$ cat config.mk
export PLATFORM = sky130hd
export DESIGN_NAME = hazard_scoreboard
export DESIGN_NICKNAME = d
export VERILOG_FILES = /design/src/rtl/hazard_pkg.sv /design/src/rtl/mc_scoreboard.sv /design/src/rtl/hazard_scoreboard.sv
export SDC_FILE = /design/constraint.sdc
export NUM_CORES = 1
export LEC_CHECK = 0
export ABC_AREA = 1
export CAP_MARGIN = 30
export CORE_MARGIN = 10
export CORE_UTILIZATION = 56
export DETAILED_ROUTE_END_ITERATION = 8
export GPL_ROUTABILITY_DRIVEN = 0
export MAX_ROUTING_LAYER = met4
export PLACE_DENSITY = 0.83
export REMOVE_ABC_BUFFERS = 1
export SLEW_MARGIN = 10
export SYNTH_ARGS = -nofsm -noshare
export SYNTH_HDL_FRONTEND = slang
export SYNTH_SLANG_ARGS = --single-unit
$ cat constraint.sdc
create_clock -name clk -period 4.4 [get_ports clk]
set_clock_uncertainty 0.15 [all_clocks]
set_input_delay 0.88 -clock clk [delete_from_list [all_inputs] [get_ports clk]]
set_output_delay 0.88 -clock clk [all_outputs]
set_load 0.1 [all_outputs]
$ cat src/rtl/hazard_pkg.sv
// Shared constants for the pipeline hazard controller: forwarding selects and
// default address/latency widths.
package hazard_pkg;
  localparam int REG_AW_DEF = 5;
  localparam int LAT_W_DEF  = 4;

  localparam logic [1:0] FWD_RF  = 2'b00;
  localparam logic [1:0] FWD_WB  = 2'b01;
  localparam logic [1:0] FWD_MEM = 2'b10;
endpackage

$ cat src/rtl/mc_scoreboard.sv
// Multi-cycle unit tracking: per-register pending-write bits, the latency
// countdown and the latched destination of the op in flight.
module mc_scoreboard
  import hazard_pkg::*;
#(
  parameter int REG_AW = REG_AW_DEF,
  parameter int LAT_W  = LAT_W_DEF,
  localparam int NUM_REGS = 2**REG_AW
) (
  input  logic                clk,
  input  logic                rst_n,
  input  logic                issue_i,
  input  logic [REG_AW-1:0]   issue_rd_i,
  input  logic [LAT_W-1:0]    issue_lat_i,
  output logic [NUM_REGS-1:0] pending_o,
  output logic                mc_busy_o,
  output logic                mc_wb_valid_o,
  output logic [REG_AW-1:0]   mc_wb_rd_o
);

  localparam logic [LAT_W-1:0] CNT_ONE = LAT_W'(1);

  logic [LAT_W-1:0]    count_q, count_d;
  logic [NUM_REGS-1:0] pending_q, pending_d;
  logic [REG_AW-1:0]   rd_q, rd_d;

  always_comb begin
    count_d   = count_q;
    pending_d = pending_q;
    rd_d      = rd_q;
    if (count_q != '0) count_d = count_q - CNT_ONE;
    if (count_q == CNT_ONE) pending_d[rd_q] = 1'b0;
    // A new issue in the completion cycle must win over the clear above.
    if (issue_i) begin
      count_d = (issue_lat_i == '0) ? CNT_ONE : issue_lat_i;
      rd_d    = issue_rd_i;
      if (issue_rd_i != '0) pending_d[issue_rd_i] = 1'b1;
    end
  end

  always_ff @(posedge clk or negedge rst_n) begin
    if (!rst_n) begin
      count_q   <= '0;
      pending_q <= '0;
      rd_q      <= '0;
    end else begin
      count_q   <= count_d;
      pending_q <= pending_d;
      rd_q      <= rd_d;
    end
  end

  assign pending_o     = pending_q;
  assign mc_busy_o     = (count_q != '0);
  assign mc_wb_valid_o = (count_q == CNT_ONE);
  assign mc_wb_rd_o    = rd_q;

endmodule

$ cat src/rtl/hazard_scoreboard.sv
// Hazard controller for the 5-stage core: load-use, branch flush, forwarding,
// multi-cycle unit scoreboard and data-memory wait freeze.
module hazard_scoreboard
  import hazard_pkg::*;
#(
  parameter int REG_AW = REG_AW_DEF,
  parameter int LAT_W  = LAT_W_DEF,
  localparam int NUM_REGS = 2**REG_AW
) (
  input  logic              clk,
  input  logic              rst_n,
  input  logic [REG_AW-1:0] de_rs1,
  input  logic [REG_AW-1:0] de_rs2,
  input  logic [REG_AW-1:0] de_rd,
  input  logic              de_reg_write,
  input  logic              de_mc_op,
  input  logic [REG_AW-1:0] ex_rs1,
  input  logic [REG_AW-1:0] ex_rs2,
  input  logic [REG_AW-1:0] ex_rd,
  input  logic              ex_result_src0,
  input  logic              ex_pc_src,
  input  logic              ex_mc_op,
  input  logic [LAT_W-1:0]  ex_mc_lat,
  input  logic [REG_AW-1:0] mem_rd,
  input  logic [REG_AW-1:0] wb_rd,
  input  logic              mem_reg_write,
  input  logic              wb_reg_write,
  input  logic              mem_wait,
  output logic              if_stall,
  output logic              de_stall,
  output logic              ex_stall,
  output logic              mem_stall,
  output logic              de_flush,
  output logic              ex_flush,
  output logic              wb_flush,
  output logic [1:0]        ex_op1_forward,
  output logic [1:0]        ex_op2_forward,
  output logic              mc_busy,
  output logic              mc_wb_valid,
  output logic [REG_AW-1:0] mc_wb_rd
);

  logic [NUM_REGS-1:0] pending;
  logic                mc_issue;
  logic                load_use, sb_raw, sb_waw, mc_struct, de_hazard;

  // A frozen EX stage must not issue; it issues once mem_wait drops.
  assign mc_issue = ex_mc_op & ~mem_wait;

  mc_scoreboard #(.REG_AW(REG_AW), .LAT_W(LAT_W)) u_mc_scoreboard (
    .clk           (clk),
    .rst_n         (rst_n),
    .issue_i       (mc_issue),
    .issue_rd_i    (ex_rd),
    .issue_lat_i   (ex_mc_lat),
    .pending_o     (pending),
    .mc_busy_o     (mc_busy),
    .mc_wb_valid_o (mc_wb_valid),
    .mc_wb_rd_o    (mc_wb_rd)
  );

  function automatic logic [1:0] fwd_sel(
    input logic [REG_AW-1:0] rs,
    input logic              mem_we,
    input logic [REG_AW-1:0] mem_dst,
    input logic              wb_we,
    input logic [REG_AW-1:0] wb_dst
  );
    if (mem_we && mem_dst != '0 && mem_dst == rs) return FWD_MEM;
    if (wb_we && wb_dst != '0 && wb_dst == rs)    return FWD_WB;
    return FWD_RF;
  endfunction

  always_comb begin
    load_use  = ex_result_src0 && ex_rd != '0 && (ex_rd == de_rs1 || ex_rd == de_rs2);
    sb_raw    = (de_rs1 != '0 && pending[de_rs1]) || (de_rs2 != '0 && pending[de_rs2]);
    sb_waw    = de_reg_write && de_rd != '0 && pending[de_rd];
    // count > 1 is busy without completing; the count == 1 cycle frees the unit.
    mc_struct = de_mc_op && ((mc_busy && !mc_wb_valid) || ex_mc_op);
    de_hazard = load_use || sb_raw || sb_waw || mc_struct;
  end

  always_comb begin
    if_stall  = 1'b0;
    de_stall  = 1'b0;
    ex_stall  = 1'b0;
    mem_stall = 1'b0;
    de_flush  = 1'b0;
    ex_flush  = 1'b0;
    wb_flush  = 1'b0;
    if (mem_wait) begin
      if_stall  = 1'b1;
      de_stall  = 1'b1;
      ex_stall  = 1'b1;
      mem_stall = 1'b1;
      wb_flush  = 1'b1;
    end else if (ex_pc_src) begin
      de_flush = 1'b1;
      ex_flush = 1'b1;
    end else if (de_hazard) begin
      if_stall = 1'b1;
      de_stall = 1'b1;
      ex_flush = 1'b1;
    end
  end

  always_comb begin
    ex_op1_forward = fwd_sel(ex_rs1, mem_reg_write, mem_rd, wb_reg_write, wb_rd);
    ex_op2_forward = fwd_sel(ex_rs2, mem_reg_write, mem_rd, wb_reg_write, wb_rd);
  end

endmodule
==> impl_metrics.py, run 1 <==
metrics = {
    "setup_path": {
        "crit_top_cell": "nand2_1",
        "r2r-start": "u_mc_scoreboard.count_q[1]$_DFFE_PN0P_",
        "crit_path_max_incr_delay_ps": 750,
        "crit_fanout": 10,
        "crit_chain": "clkdlybuf4s50_1 -> inv_2 -> nand2_1 -> nand2_1 -> nor2_1 -> nand3_2 -> nand2_1 -> a21oi_2 -> nand2_1 -> nor2_1 -> nand2_1 -> nand2_1 -> nand2_1 -> buf_12",
        "reg2reg_slack_ps": 2630,
        "reg2reg_depth": 7,
        "path_class": "in -> out",
        "cp.arrival_ps": 2950,
        "cpMaxStageDelayCell": "clkdlybuf4s50_1",
        "reg2reg_to": "u_mc_scoreboard.pending_o[1]$_DFF_PN0_",
        "cp.required_ps": 3370,
        "critPathCaptureType": "primary output",
        "start_kind": "primary input",
    },
    "sta": {
        "finalSetupViolCount": 0,
        "max_slew_margin_pct": 33.7,
        "rsz0062_at_grt": "false",
        "max_freq_mhz": 252,
        "hold_viol_final": 0,
        "tightestPinTransition_ps": 991,
        "timing.final.ws_setup_ps": 424,
        "period_needed_ps": 3980,
        "period_share_pct": 90.4,
        "maxSlewViolCount": 0,
        "setup_tns_ps": 0,
    },
    "pwr": {
        "p_per_area_nw_per_um2": 410,
        "p_sw_share_pct": 45.3,
        "p_clk_share_pct": 17.9,
        "p_int_uw": 960,
        "leakagePower_uw": 0.00207,
        "vdd_ir_drop_max_mv": 0.475,
        "p_comb_share_pct": 46.9,
        "seqPwrFrac_pct": 35.1,
        "power_switching_uw": 793,
    },
    "global_routing": {
        "grt_usage_pct": 23.8,
        "grt_pass1_wl_um": 18700,
        "grt_pass1_vias": 3784,
        "grt_max_degree": 42,
        "grt-ovfl-total": 0,
        "antenna_found_initial": 0,
    },
    "route": {
        "drc_errors": 0,
        "routed_wl_um": 11400,
        "wl_per_cell_um": 16.7,
        "vias": 4006,
        "via_per_inst": 5.86,
        "dr.pass1.iters": 5,
        "ant_nets": 0,
        "drt_iter0_markers": 389,
    },
    "flow_run": {
        "drv_cap": 0,
    },
    "hold_path": {
        "min_path_type": "in -> async",
    },
    "finish": {
        "final_nets": 665,
        "stdcell_area_sq_um": 4280,
        "drive_gt1_share_pct": 6.40,
        "syn_to_final_growth_pct": 24.2,
        "nFillCells": 514,
        "diodes": 0,
    },
    "clocking": {
        "cts.sinks": 41,
        "clk_latency_ps": 300,
        "cts_buffers": 5,
        "h-tree-depth": 2,
        "postCtsResizedCells": 0,
        "cts-root-buf": "clkbuf_8",
        "ctsHoldBuffers": 0,
        "clkTransAtPathRegs_ps": 80,
        "post_cts_buffers": 0,
        "tritoncts": "built",
        "cts.path.max_buffers": 2,
    },
    "floorplanning": {
        "core_sq_um": 5960,
        "rows": 28,
        "die_y_um": 98.4,
        "initial_core_util_pct": 57.8,
        "die_x_um": 98.4,
        "io_pins": 72,
        "die_area_sq_um": 9690,
    },
    "placement": {
        "place_hpwl_um": 8870,
        "io_buffers": 71,
        "dp_slack_ps": 452,
        "dpl_cell_area_sq_um": 4140,
    },
    "synthesis": {
        "synth_cell_types": 33,
        "netlist_area_sq_um": 3440,
        "synth_seq_cells": 41,
        "syn_avg_cell_area_sq_um": 6.34,
        "ys_seq_area_share_pct": 29.8,
        "synthCells": 543,
        "yosys_warnings": 0,
    },
    "status": {
        "status": "finished, final reports clean",
    },
}
## stage by stage
step	hold slack (ps)	power (uW)	util, %	instances
finish	223	1750	71.8	684
global route	220	1870	71.8	684
CTS	370	1730	71.5	683
detailed placement	352	1420	69.6	675
global placement	339	1390	69.6	675
floorplan	322	1110	-	524
## how the worst max path moves through the flow
stage	from	depth (start not counted)	to	slack, ps
global placement	ex_rd[4]	12	de_stall	500
CTS	de_rs2[1]	14	de_stall	440
global route	de_rs2[1]	14	de_stall	300
floorplan	mem_rd[3]	3	ex_op1_forward[0]	-2290
detailed placement	de_rs2[1]	14	de_stall	450
finish	de_rs2[1]	14	de_stall	420
## cells in the final DEF, fill, tap and decap left out, types with 5 or more instances in the layout
cell type | netlist | routed
clkdlybuf4s50_1 | 0 | 59
nor2_1 | 28 | 28
xnor2_1 | 12 | 12
nand3_1 | 80 | 80
clkbuf_8 | 0 | 6
buf_4 | 7 | 13
dfrtp_1 | 41 | 41
xor2_1 | 12 | 12
nand2_1 | 165 | 165
nor3_1 | 6 | 6
a21oi_1 | 5 | 5
o21ai_0 | 75 | 75
inv_1 | 66 | 66
## metal layers
layer | routed length (um) | global-route usage (%)
met3 | 1320 | 6.15
met4 | 301 | 9.59
met2 | 5140 | 36.1
met1 | 4690 | 29.7
met5 | 0 | -
## worst max-delay path, delay by kind of cell
kind	cells	cell delay, ps
simple gates	10	860
compound gates	1	50
buf+inv	3	1150
## cell families (layout without fill, tap and decap cells)
| group | after synthesis | after routing | share of synthesized area, % |
|---|---|---|---|
| DFF | 41 | 41 | 29.8 |
| AOI/OAI and AO/OA | 93 | 93 | 14.6 |
| xor gates and xnor gates | 24 | 24 | 6.10 |
| and+or+nand+nor | 291 | 291 | 36.1 |
| buffers and inverters | 91 | 157 | 12.3 |
| adders and majority gates | 3 | 3 | 1.09 |
## synth_stat cells (all sizes together)
| cell type | count | area share, % |
|---|---|---|
| nor3 | 6 | 0.87 |
| o21ai | 75 | 11 |
| xor2 | 12 | 3.1 |
| a21oi | 6 | 0.98 |
| nor2 | 29 | 3.2 |
| ha | 3 | 1.1 |
| o21a | 1 | 0.22 |
| xnor2 | 12 | 3.1 |
| dfrtp | 41 | 30 |
| o41ai | 2 | 0.51 |
| a31o | 1 | 0.25 |
| or2 | 2 | 0.36 |
| o211ai | 3 | 0.65 |
| nand4 | 2 | 0.36 |
| clkbuf | 1 | 0.11 |
| nand3 | 83 | 12 |
| buf | 18 | 4.2 |
| a31oi | 2 | 0.36 |
| clkinv | 1 | 0.11 |
| nand2 | 166 | 18 |
| nor4 | 2 | 0.36 |
| nand3b | 1 | 0.22 |
| o311ai | 1 | 0.25 |
| a22o | 2 | 0.51 |
| inv | 71 | 7.9 |
## power by group through the flow
| stage | registers (uW) | logic [uW] | clock network, uW |
|---|---|---|---|
| detailed placement | 614 | 802 | 0 |
| global placement | 607 | 787 | 0 |
| CTS | 607 | 808 | 316 |
| floorplan | 612 | 497 | 0 |
| global route | 625 | 908 | 332 |
| finish | 616 | 823 | 314 |
## flip-flops by register name (all words and copies together), names as in the netlist
name / count
u_mc_scoreboard.pending_o: 32
u_mc_scoreboard.mc_wb_rd_o: 5
u_mc_scoreboard.count_q: 4
## area by class of cell
class                   count  area, sq um  share of cell area, %
clock buffers               7         86.3                   2.02
well taps                  75         93.8                   2.19
flip-flops and latches     41         1030                   24.0
inverters                  72          275                   6.43
multi-input cells         411         1990                   46.6
repair buffers             77          773                   18.1
clock inverters             1         30.0                  0.702
No activity file was read; power rests on OpenSTA's default activity.
==> inputs of run 2 (changes only) <==
--- a/config.mk
+++ b/config.mk
@@ -6,6 +6,7 @@
 export NUM_CORES = 1
 export LEC_CHECK = 0
 export ABC_AREA = 1
+export ABC_CLOCK_PERIOD_IN_PS = 4400
 export CAP_MARGIN = 30
 export CORE_MARGIN = 10
 export CORE_UTILIZATION = 56
==> results of run 2 <==
No change in the layout: final DEF, timing and power equal those of run 1.
